### config.mk
export PLATFORM = sky130hd
export DESIGN_NAME = uart_tx_framer
export DESIGN_NICKNAME = d
export VERILOG_FILES = /design/src/rtl/uart_pkg.sv /design/src/rtl/uart_tx_framer_timer.sv /design/src/rtl/uart_tx_framer.sv
export SDC_FILE = /design/constraint.sdc
export NUM_CORES = 1
export LEC_CHECK = 0
export BUFFER_PORTS_ARGS = -buffer_cell sky130_fd_sc_hd__buf_2
export CORE_ASPECT_RATIO = 1.2
export CORE_MARGIN = 2
export CORE_UTILIZATION = 51
export DETAILED_ROUTE_END_ITERATION = 6
export GPL_TIMING_DRIVEN = 0
export HOLD_SLACK_MARGIN = 0.1
export PLACE_DENSITY = 0.74
export SYNTH_ARGS = -nofsm -noshare
export SYNTH_HDL_FRONTEND = slang
export SYNTH_SLANG_ARGS = --single-unit
### constraint.sdc
create_clock -name clk -period 1.6 [get_ports clk]
set_input_delay 0.32 -clock clk [delete_from_list [all_inputs] [get_ports clk]]
set_output_delay 0.32 -clock clk [all_outputs]
set_load 0.02 [all_outputs]
### src/rtl/uart_pkg.sv
// Shared encodings for the UART transmit framer: parity selections, framer
// states and default frame geometry. Build option: UART_TX_BREAK_EN.
package uart_pkg;

   localparam logic [2:0] PAR_NONE  = 3'b000;
   localparam logic [2:0] PAR_ODD   = 3'b001;
   localparam logic [2:0] PAR_EVEN  = 3'b010;
   localparam logic [2:0] PAR_MARK  = 3'b011;
   localparam logic [2:0] PAR_SPACE = 3'b100;

   localparam int DEFAULT_DATA_W       = 8;
   localparam int DEFAULT_CLKS_PER_BIT = 16;

   typedef enum logic [2:0] {
      ST_IDLE,
      ST_START,
      ST_DATA,
      ST_PARITY,
      ST_STOP
`ifdef UART_TX_BREAK_EN
      , ST_BREAK
`endif
   } tx_state_t;

   // Encodings 101..111 are treated as "no parity slot".
   function automatic logic parity_enabled(input logic [2:0] ptype);
      return (ptype == PAR_ODD) || (ptype == PAR_EVEN) ||
             (ptype == PAR_MARK) || (ptype == PAR_SPACE);
   endfunction

   function automatic logic parity_bit(input logic [2:0] ptype, input logic xor_acc);
      case (ptype)
         PAR_ODD:  return ~xor_acc;
         PAR_EVEN: return xor_acc;
         PAR_MARK: return 1'b1;
         default:  return 1'b0;
      endcase
   endfunction

endpackage

### src/rtl/uart_tx_framer_timer.sv
// Bit-period timer: counts clk cycles while enabled and flags the last cycle
// (bit_end) and the one before it (bit_almost_end) of every bit period.
module uart_bit_timer #(
   parameter int CLKS_PER_BIT = 16
) (
   input  logic clk,
   input  logic rst,
   input  logic en,
   output logic bit_end,
   output logic bit_almost_end
);

   localparam int CNT_W = (CLKS_PER_BIT > 1) ? $clog2(CLKS_PER_BIT) : 1;
   localparam logic [CNT_W-1:0] LAST     = CNT_W'(CLKS_PER_BIT - 1);
   localparam logic [CNT_W-1:0] PRE_LAST = CNT_W'(CLKS_PER_BIT - 2);

   logic [CNT_W-1:0] cnt;

   // Held at zero while disabled, so every enable rising starts a fresh period.
   always_ff @(posedge clk or posedge rst) begin
      if (rst) begin
         cnt <= '0;
      end else if (!en || bit_end) begin
         cnt <= '0;
      end else begin
         cnt <= cnt + 1'b1;
      end
   end

   assign bit_end        = en && (cnt == LAST);
   assign bit_almost_end = en && (cnt == PRE_LAST);

endmodule

### src/rtl/uart_tx_framer.sv
// UART transmit framer: start bit, DATA_W data bits LSB first, optional parity,
// one or two stop bits. Build option UART_TX_BREAK_EN adds a break_req input.
module uart_tx_framer
   import uart_pkg::*;
#(
   parameter int DATA_W       = DEFAULT_DATA_W,
   parameter int CLKS_PER_BIT = DEFAULT_CLKS_PER_BIT
) (
   input  logic              clk,
   input  logic              rst,
   input  logic [DATA_W-1:0] data_in,
   input  logic              data_valid,
   output logic              data_ready,
   input  logic [2:0]        parity_type,
   input  logic              stop2,
`ifdef UART_TX_BREAK_EN
   input  logic              break_req,
`endif
   output logic              tx,
   output logic              busy,
   output logic              done
);

   localparam int BIT_W = $clog2(DATA_W + 1);

   tx_state_t         state;
   logic [DATA_W-1:0] shift_reg;
   logic [BIT_W-1:0]  bit_cnt;
   logic              par_acc;
   logic [2:0]        par_q;
   logic              stop2_q;

   logic timer_en;
   logic bit_end;
   logic bit_almost_end;
   logic last_data;
   logic last_stop;

   always_comb begin
      timer_en = (state != ST_IDLE);
`ifdef UART_TX_BREAK_EN
      if (state == ST_BREAK) timer_en = 1'b0;
`endif
   end

   assign last_data  = (bit_cnt == BIT_W'(DATA_W - 1));
   assign last_stop  = (bit_cnt == BIT_W'(stop2_q));
   assign data_ready = (state == ST_IDLE);

   uart_bit_timer #(
      .CLKS_PER_BIT(CLKS_PER_BIT)
   ) u_timer (
      .clk           (clk),
      .rst           (rst),
      .en            (timer_en),
      .bit_end       (bit_end),
      .bit_almost_end(bit_almost_end)
   );

   // tx is loaded with the value of the state being entered, so the line
   // changes on the same edge as the state and stays glitch-free.
   always_ff @(posedge clk or posedge rst) begin
      if (rst) begin
         state     <= ST_IDLE;
         tx        <= 1'b1;
         busy      <= 1'b0;
         done      <= 1'b0;
         shift_reg <= '0;
         bit_cnt   <= '0;
         par_acc   <= 1'b0;
         par_q     <= PAR_NONE;
         stop2_q   <= 1'b0;
      end else begin
         done <= 1'b0;
         case (state)
            ST_IDLE: begin
               // An offered word wins over a break so a handshake never drops data.
               if (data_valid) begin
                  state     <= ST_START;
                  tx        <= 1'b0;
                  busy      <= 1'b1;
                  shift_reg <= data_in;
                  par_q     <= parity_type;
                  stop2_q   <= stop2;
                  par_acc   <= 1'b0;
                  bit_cnt   <= '0;
               end
`ifdef UART_TX_BREAK_EN
               else if (break_req) begin
                  state <= ST_BREAK;
                  tx    <= 1'b0;
                  busy  <= 1'b1;
               end
`endif
            end
            ST_START: begin
               if (bit_end) begin
                  state <= ST_DATA;
                  tx    <= shift_reg[0];
               end
            end
            ST_DATA: begin
               if (bit_end) begin
                  shift_reg <= shift_reg >> 1;
                  par_acc   <= par_acc ^ shift_reg[0];
                  if (last_data) begin
                     bit_cnt <= '0;
                     if (parity_enabled(par_q)) begin
                        state <= ST_PARITY;
                        tx    <= parity_bit(par_q, par_acc ^ shift_reg[0]);
                     end else begin
                        state <= ST_STOP;
                        tx    <= 1'b1;
                     end
                  end else begin
                     bit_cnt <= bit_cnt + 1'b1;
                     tx      <= shift_reg[1];
                  end
               end
            end
            ST_PARITY: begin
               if (bit_end) begin
                  state <= ST_STOP;
                  tx    <= 1'b1;
               end
            end
            ST_STOP: begin
               if (bit_end) begin
                  if (last_stop) begin
                     state   <= ST_IDLE;
                     busy    <= 1'b0;
                     bit_cnt <= '0;
                  end else begin
                     bit_cnt <= bit_cnt + 1'b1;
                  end
                  tx <= 1'b1;
               end else if (bit_almost_end && last_stop) begin
                  done <= 1'b1;
               end
            end
`ifdef UART_TX_BREAK_EN
            ST_BREAK: begin
               if (!break_req) begin
                  state <= ST_IDLE;
                  tx    <= 1'b1;
                  busy  <= 1'b0;
               end
            end
`endif
            default: begin
               state <= ST_IDLE;
               tx    <= 1'b1;
               busy  <= 1'b0;
            end
         endcase
      end
   end

endmodule

==> results.ini, run 1 <==
[timing]
slew_headroom=0.305
slew_viol_final=0
worst_pin_slew_ns=1.04
fin_skew_ns=0.00875
max_freq_mhz=603
rsz0062_at_grt=true
period_share=1.04
period_needed_ns=1.66
setup-violations-final=8
setup_slack_ns=-0.0584
hold_viol_final=0

[floorplanning]
die_x_um=53.2
core_mm2=0.00279
num_io_pins=19
rows=21
start_util=0.532
die_area_mm2=0.00336
die_h_um=63.1

[logic_synthesis]
ys_top_cells_by_area=dfrtp_1, mux2i_1, o21ai_1
yosys_warnings=0
ys_seq_area_frac=0.457
synth_mux_area_frac=0.0920
synth_nets=158
synth.avg_cell_area_um2=10.6
synth_xor_area_frac=0.0354
synth.cell_area_mm2=0.00148
synth_common_cells=dfrtp_1, nand2_1, o21ai_1, mux2i_1, nor2_1
synth.distinct_cells=47
netlist_instances=140
synth-simple-area-share=0.199
synth-compound-area-share=0.159
synth-seq-cells=27
synthAdderAreaFrac=0.0253
synth-edff-count=0
synthArstFlopShare=1.00
synthFlopType=dfrtp_1
synth_top_family_by_area=simple AND/OR/NAND/NOR gates
synth_top_area_frac=0.439
synth_top_area_cell=dfrtp_1
synth_most_common_cell=dfrtp_1

[drt]
ant_nets=0
drt_iter0_drc=23
wirelength_um=3810
drc_errors=0
routedWlPerCell_um=17.3
vias_per_cell=5.78
vias=1271
dr.pass1.iters=4

[cells_and_area]
area_delta_synth_final_pct=38.6
final_cells=220
nets=205
drive_gt1_frac=0.511
largest_reg_flops=8
n_antenna_cell=0

[setup_path]
r2r_slack_ns=-0.06
slowest_stage=dfrtp_2
cp.required_ns=1.84
r2r_start=state[0]
reg2reg_to=shift_reg[7]
worstSetupPathType=reg -> reg
slowest_delay_ns=0.46
reg2reg_depth=7
start_kind=register
cp_cell_sequence=buf_4 > buf_4 > nor4b_4 > buf_6 > a21oi_4 > buf_6 > a22o_1
path_max_fanout=6
end_kind=register
cp.arrival_ns=1.90

[global_routing]
antenna_found_initial=0
grt_remaining_overflow=0
grt_pass1_wl_um=5600
grt_pass1_vias=1237
grt_start_max_net_pins=28
grtUsageTotal=0.223

[placed_design]
io_buffers=18
dp.final_hpwl_um=2080
gp_congestion=0.779
dp.cells=192

[clock_tree]
cts_buffers=3
cts_hold_buffers=0
cts_tree=yes
cts_max_level=1
clkLatencyLatePin_ns=0.34
cts_sinks=27
clock_path_buffers=2
clkTransAtPathRegs_ns=0.15
cts.root.buffer_cell=clkbuf_4

[power_and_ir_drop]
pwr-share-seq=0.412
p_sw_frac=0.384
net-switching-power_mw=1.03
p_int_mw=1.64
p_total_mw=2.67
clkPwrFrac=0.116
leakagePower_nw=0.919
ir_worst_vdd_mv=0.955
power_density_mw_per_mm2=1300
share_comb_of_total_power=0.472

[outcome]
status=finished, violations left
failed_checks=setup timing

[hold_path]
holdCritPathClass=in -> async

[run]
cap_viol_max_count=0

[per-layer routing]
layer / track usage / vias to the layer above / wire, µm
met3: 0.0213 / 9 / 75
met4: 0.0865 / 0 / 106
met1: 0.252 / 647 / 1580
met5: 0 / - / 0
met2: 0.410 / 20 / 2040
li1: - / 595 / -
[power by group through the flow]
stage | sequential, mW | clock [mW] | combinational (mW)
2_1_floorplan | 1.06 | 0 | 0.569
3_3_place_gp | 1.07 | 0 | 0.711
3_5_place_dp | 1.09 | 0 | 0.737
4_1_cts | 1.06 | 0.317 | 0.914
5_1_grt | 1.12 | 0.350 | 1.37
6_report | 1.10 | 0.310 | 1.26
[worst max-delay path by stage]
| stage | startpoint | to | slack (ns) | cells past startpoint |
|---|---|---|---|---|
| 6_report | state[0] | shift_reg[7] | -0.06 | 7 |
| 4_1_cts | state[2] | data_ready | -0.06 | 3 |
| 3_5_place_dp | u_timer.cnt[0] | shift_reg[2] | -0.16 | 7 |
| 2_1_floorplan | state[2] | u_timer.cnt[3] | 0.005 | 4 |
| 3_3_place_gp | u_timer.cnt[0] | shift_reg[0] | -0.09 | 7 |
| 5_1_grt | state[0] | data_ready | -0.11 | 3 |
[critical path, delay by kind of cell (launching register included)]
kind,cells,cell delay (ns)
buffers and inverters,4,0.59
AO/OA/AOI/OAI,2,0.24
AND/OR/NAND/NOR,1,0.25
flip-flops,1,0.46
[cell type report]
cell class                      count  area (µm²)
Timing Repair Buffer               42         288
Fill cell                         203         729
Inverter                            3        11.3
Clock buffer                        4        26.3
Sequential cell                    27         679
Tap cell                           34        42.5
Buffer                              6        75.1
Multi-Input combinational cell    104         933
[logic make-up after synthesis]
family | after synthesis
compound gates | 34
xor+xnor | 6
fa+ha+maj | 3
buf+inv | 9
flops | 27
mux | 13
simple gates | 48
[cells in the final DEF (no fill, tap or decap), types with 3 or more instances in the layout]
master	instances
buf_2	17
buf_6	8
mux2_2	3
nand2b_1	4
buf_4	21
o21ai_2	7
o31ai_1	3
dfrtp_1	24
o21ai_1	5
nand2_1	5
clkbuf_4	3
nor2b_1	3
xor2_1	4
nand2_2	7
nand3b_1	3
mux2i_1	8
inv_1	3
nor2_1	7
[metrics by stage]
stage	hold slack [ns]	setup TNS, ns	instance area (µm²)	utilization	setup WS [ns]
after floorplan	0.372	0	1490	-	0.00495
after global placement	0.467	-0.706	1620	0.583	-0.0940
after detailed placement	0.480	-1.19	1620	0.583	-0.160
after CTS	0.197	-0.0950	1790	0.642	-0.0642
after global routing	0.189	-0.702	2060	0.738	-0.112
final	0.200	-0.197	2060	0.738	-0.0584
[repair_timing]
item,4_1_cts,5_1_grt
endpoints found under the setup margin,17,16
gates cloned,0,1
gates resized for setup,12,47
pin swaps,4,11
buffers inserted,13,10
(Power assumes the default switching activity.)
==> run 2: changes to the inputs <==
- SYNTH_HIERARCHICAL: default -> 1
==> results.ini, run 2 <==
[timing]
slew_viol_final=0  ; unchanged
setup_slack_ns=-0.474  ; -0.416 ns
worst_pin_slew_ns=0.913  ; -0.128 ns
rsz0062_at_grt=true
max_freq_mhz=482  ; -20%
slew_headroom=0.391  ; +0.0851
period_share=1.30  ; +0.260
period_needed_ns=2.07  ; +0.416 ns
hold_viol_final=0  ; unchanged
setup-violations-final=20  ; +12
fin_skew_ns=0.00449  ; -0.00426 ns
hold_slack_ns=0.188  ; -0.0125 ns

[floorplanning]
core_mm2=0.00281  ; +0.94%
rows=21  ; unchanged
die_x_um=53.7  ; +0.97%
die_h_um=63.7  ; +0.98%
start_util=0.538  ; +0.00615
die_area_mm2=0.00342  ; +2.0%
num_io_pins=19  ; unchanged

[power_and_ir_drop]
power_density_mw_per_mm2=576  ; -56%
leakagePower_nw=0.949  ; +3.3%
ir_worst_vdd_mv=0.493  ; -48%

[outcome]
failed_checks=setup timing
status=finished, violations left

[setup_path]
critPathLaunch=state[1]
cp.arrival_ns=2.32  ; +0.42 ns
cp_top_family=simple AND/OR/NAND/NOR gates
path_max_fanout=5  ; -1
slowest_stage=dfrtp_2
start_kind=register
cp.required_ns=1.85  ; about the same
crit_path_frequent_cell=buf_6
worstSetupPathType=reg -> reg
critPathBufInv=2  ; -2
cp_cell_sequence=buf_6 > or3_4 > and4_4 > mux2_4 > a22oi_2 > buf_6 > o21ai_2 > a22o_1
r2r_start=state[1]
slowest_delay_ns=0.44  ; -0.02 ns
end_kind=register

[clock_tree]
cts.root.buffer_cell=clkbuf_4
cts_tree=yes
cts_sinks=27  ; unchanged
clkTransAtPathRegs_ns=0.16  ; about the same
clkLatencyLatePin_ns=0.34  ; about the same
cts_max_level=1  ; unchanged
clock_path_buffers=2  ; unchanged
cts_buffers=3  ; unchanged

[drt]
routedWlPerCell_um=16.1  ; -6.9%
drc_errors=0  ; unchanged
vias_per_cell=5.91  ; +2.4%
wirelength_um=3560  ; -6.5%
highest_layer=met4
wl_met3_um=79  ; +5.3%
dr.pass1.iters=4  ; unchanged
met2WireLength_um=1930  ; -5.5%
drt_iter0_drc=48  ; +110%
wl_met1_um=1490  ; -6.0%
ant_nets=0  ; unchanged
vias=1307  ; +2.8%

[placed_design]
dp.final_hpwl_um=2220  ; +6.4%
gp_congestion=0.820  ; +5.3%
io_buffers=18  ; unchanged

[logic_synthesis]
synth_top_area_frac=0.430  ; -0.00907
synth_common_cells=dfrtp_1, nand2_1, o21ai_0, mux2i_1, a21oi_1
ys_top_cells_by_area=dfrtp_1, mux2i_1, mux2_2
synth_nets=164  ; +3.8%
synthFlopType=dfrtp_1
synth-seq-cells=27  ; unchanged
synth.distinct_cells=45  ; -4.3%
synth_most_common_cell=dfrtp_1
yosys_warnings=6  ; +6
synth.cell_area_mm2=0.00151  ; +2.1%
netlist_instances=146  ; +4.3%
synth_top_area_cell=dfrtp_1
synth.avg_cell_area_um2=10.4  ; -2.1%
synthArstFlopShare=1.00  ; unchanged
ys_seq_area_frac=0.447  ; -0.00943
synth-edff-count=0  ; unchanged

[cells_and_area]
drive_gt1_frac=0.390  ; -0.120
final_util=0.691  ; -0.0474
layout_common_cells=dfrtp_1, buf_2, buf_4
nets=206  ; +0.49%
final_common_cell=dfrtp_1
n_antenna_cell=0  ; unchanged
area_delta_synth_final_pct=28.3
largest_reg_flops=8  ; unchanged

[global_routing]
antenna_found_initial=0  ; unchanged
grt_start_max_net_pins=24  ; -14%
grt_remaining_overflow=0  ; unchanged
grt_pass1_wl_um=5670  ; +1.4%
grtUsageTotal=0.225  ; +0.00212
grt_pass1_vias=1235  ; -0.16%

[hold_path]
holdCritPathClass=in -> reg
hp-start=data_in[7]

[run]
cap_viol_max_count=0  ; unchanged

-- run 2: metrics by stage --
step | setup TNS, ns | cells | instance area, µm² | setup slack [ns] | power, mW
after floorplan | -5.16 | 146 | 1570 | -0.488 | 0.770
after global placement | -7.76 | 198 | 1700 | -0.626 | 0.798
after detailed placement | -8.35 | 198 | 1700 | -0.694 | 0.803
after CTS | -5.61 | 217 | 1880 | -0.476 | 1.12
after global routing | -7.15 | 221 | 1940 | -0.527 | 1.16
final | -5.84 | 221 | 1940 | -0.474 | 1.12
-- run 2: cell families (layout without fill, tap and decap cells) --
family                   count (synthesis)  after routing  share of synthesized area
AND/OR/NAND/NOR                         49             49                      0.204
AO/OA/AOI/OAI                           36             36                      0.159
flip-flops                              27             27                      0.447
multiplexers                            15             15                      0.104
buffers and inverters                   12             53                     0.0380
XOR/XNOR                                 4              4                     0.0231
adder cells (fa/ha/maj)                  3              3                     0.0248
-- run 2: routing by layer --
metal	up-vias	track usage
li1	621	-
met1	653	0.285
met5	-	0
met4	0	0.0737
met3	8	0.0213
met2	25	0.389
-- run 2: final timing paths --
path	to	slack (ns)	depth (start not counted)
setup / recovery	bit_cnt[2]	-0.47	8
hold / removal	shift_reg[7]	0.19	2
setup reg to reg	bit_cnt[2]	-0.47	8
hold reg to reg	shift_reg[5]	0.51	2
max in group asynchronous	state[2]	0.28	3
min in group asynchronous	u_timer/cnt[2]	0.39	3
-- run 2: timing repair --
action / in CTS / in global routing
buffers inserted: 12 / 4
endpoints found under the hold margin: 4 / 0
cloned: 2 / 0
pin swaps: 5 / 2
endpoints found under the setup margin: 21 / 20
hold buffers: 1 / 0
gates resized for setup: 10 / 8
-- run 2: area by class of cell --
cell class              count  area, µm²
plain buffers               6       63.8
clock buffers               3       22.5
clock inverters             1       7.51
fillers                   202        870
inverters                   6       22.5
multi-input cells         107        846
flip-flops and latches     27        679
well taps                  34       42.5
repair buffers             37        258
-- run 2: report_power, final --
part           internal, mW  switching [mW]  leakage [nW]
registers             0.700          0.0154         0.344
logic                0.0410          0.0386         0.591
clock network        0.0959           0.228        0.0139
==> run 3: changes to the inputs <==
- CORE_ASPECT_RATIO: 1.2 -> 2
- SLEW_MARGIN: default -> 0
==> results.ini, run 3 (same netlist as run 2, synthesis figures left out) <==
[hold_path]
holdCritPathClass=in -> reg

[global_routing]
antenna_found_initial=0  ; unchanged
grt_remaining_overflow=0  ; unchanged
grt_start_max_net_pins=24  ; unchanged
grtUsageTotal=0.213  ; -0.0122
grt_pass1_wl_um=5670  ; unchanged
grt_pass1_vias=1288  ; +4.3%

[clock_tree]
cts_max_level=1  ; unchanged
clock_path_buffers=2  ; unchanged
cts_buffers=3  ; unchanged
clkTransAtPathRegs_ns=0.09  ; -0.07 ns
cts.root.buffer_cell=clkbuf_8
cts_tree=yes
cts_sinks=27  ; unchanged
clkLatencyLatePin_ns=0.27  ; -0.07 ns

[drt]
ant_nets=0  ; unchanged
drt_iter0_drc=44  ; -8.3%
drc_errors=0  ; unchanged
wirelength_um=3820  ; +7.3%
vias=1325  ; +1.4%
routedWlPerCell_um=16.9  ; +5.0%
vias_per_cell=5.86  ; -0.87%
dr.pass1.iters=4  ; unchanged

[power_and_ir_drop]
power_density_mw_per_mm2=572  ; -0.72%
leakagePower_nw=1.01  ; +6.2%
ir_worst_vdd_mv=0.646  ; +31%
p_total_mw=1.19  ; +6.6%

[setup_path]
cp_cell_sequence=buf_6 > or3_4 > and4_4 > mux2_4 > a22oi_2 > buf_4 > nand2_1 > a22oi_2
cp.arrival_ns=2.28  ; -0.04 ns
slowest_delay_ns=0.43  ; about the same
end_kind=register
worstSetupPathType=reg -> reg
slowest_stage=dfrtp_2
r2r_slack_ns=-0.48  ; about the same
cp.required_ns=1.80  ; -0.05 ns
start_kind=register
path_max_fanout=5  ; unchanged
crit_path_frequent_cell=a22oi_2

[floorplanning]
core_mm2=0.00291  ; +3.4%
num_io_pins=19  ; unchanged
die_x_um=42.5  ; -21%
die_h_um=81.1  ; +27%
start_util=0.521  ; -0.0178
rows=28  ; +33%
die_area_mm2=0.00345  ; +0.72%

[placed_design]
dp_worst_setup_slack_ns=-0.667  ; +0.0266 ns
placed_cell_area_mm2=0.00170  ; -0.29%
io_buffers=18  ; unchanged
gp_congestion=0.787  ; -4.0%
dp.cells=194  ; -2.0%
dp.final_hpwl_um=2350  ; +6.2%

[timing]
hold_viol_final=0  ; unchanged
worst_pin_slew_ns=0.816  ; -0.0971 ns
period_share=1.30  ; +0.00463
max_freq_mhz=480  ; -0.36%
setup_slack_ns=-0.481  ; -0.00740 ns
period_needed_ns=2.08  ; +0.00741 ns
setup-violations-final=24  ; +20%
hold_slack_ns=0.268  ; +0.0808 ns
fin_tns_setup_ns=-7.81  ; -1.98 ns
slew_viol_final=0  ; unchanged
fin_skew_ns=0.00191  ; -0.00257 ns
slew_headroom=0.451  ; +0.0604
rsz0062_at_grt=true

[cells_and_area]
drive_gt1_frac=0.480  ; +0.0892
post-route-cell-area_mm2=0.00208  ; +7.3%
layout_common_cells=dfrtp_1, buf_4, buf_2
area_delta_synth_final_pct=37.7
final_util=0.717  ; +0.0262
final_common_cell=dfrtp_1
nets=215  ; +4.4%
largest_reg_flops=8  ; unchanged
n_antenna_cell=0  ; unchanged
final_cells=226  ; +2.3%

[outcome]
status=finished, violations left
failed_checks=setup timing

[run]
cap_viol_max_count=0  ; unchanged

-- run 3: changes by cell type in the layout (fill, tap and decap cells not counted), sizes merged --
cell	before	now
buf	41	51
inv	6	5
-- run 3: what timing repair did --
item                                   4_1_cts  5_1_grt
hold buffers                                 1        0
resized for setup                           10       38
endpoints found under the hold margin        4        0
setup endpoints to repair                   20       30
setup buffers                               15       12
gates cloned                                 1        0
pin swaps                                    4        9
-- run 3: power breakdown --
part | internal [mW] | switching (mW) | total [mW]
combinational | 0.0416 | 0.0395 | 0.0811
clock | 0.179 | 0.217 | 0.395
sequential | 0.700 | 0.0164 | 0.716
total | 0.920 | 0.273 | 1.19
-- run 3: final timing paths --
path	from	to	cells past startpoint
max in group asynchronous	rst	state[2]	3
worst min register to register	shift_reg[4]	shift_reg[4]	2
worst max register to register	state[2]	bit_cnt[3]	8
min in group asynchronous	rst	u_timer/cnt[3]	3
worst max-delay path	state[2]	bit_cnt[3]	8
worst min-delay path	stop2	stop2_q	2
-- run 3: final cells by class --
cell class | count | area, µm²
multi-input combinational | 107 | 886
fill | 236 | 823
sequential | 27 | 679
timing repair buffer | 46 | 339
buffer | 6 | 71.3
clock buffer | 4 | 45.0
tap | 30 | 37.5
inverter | 6 | 26.3
-- run 3: per-layer routing --
layer,part of all wire,GRT usage,up-vias
met1,0.37,0.229,651
li1,-,-,634
met3,0.026,0.0311,7
met2,0.58,0.397,33
met4,0.019,0.100,0
met5,0,0,-
-- run 3: worst max-delay path, delay by kind of cell, from the launching register on --
| kind | cells | cell delay (ns) |
|---|---|---|
| flops | 1 | 0.43 |
| simple gates | 3 | 0.64 |
| buf+inv | 2 | 0.30 |
| mux | 1 | 0.26 |
| compound gates | 2 | 0.37 |
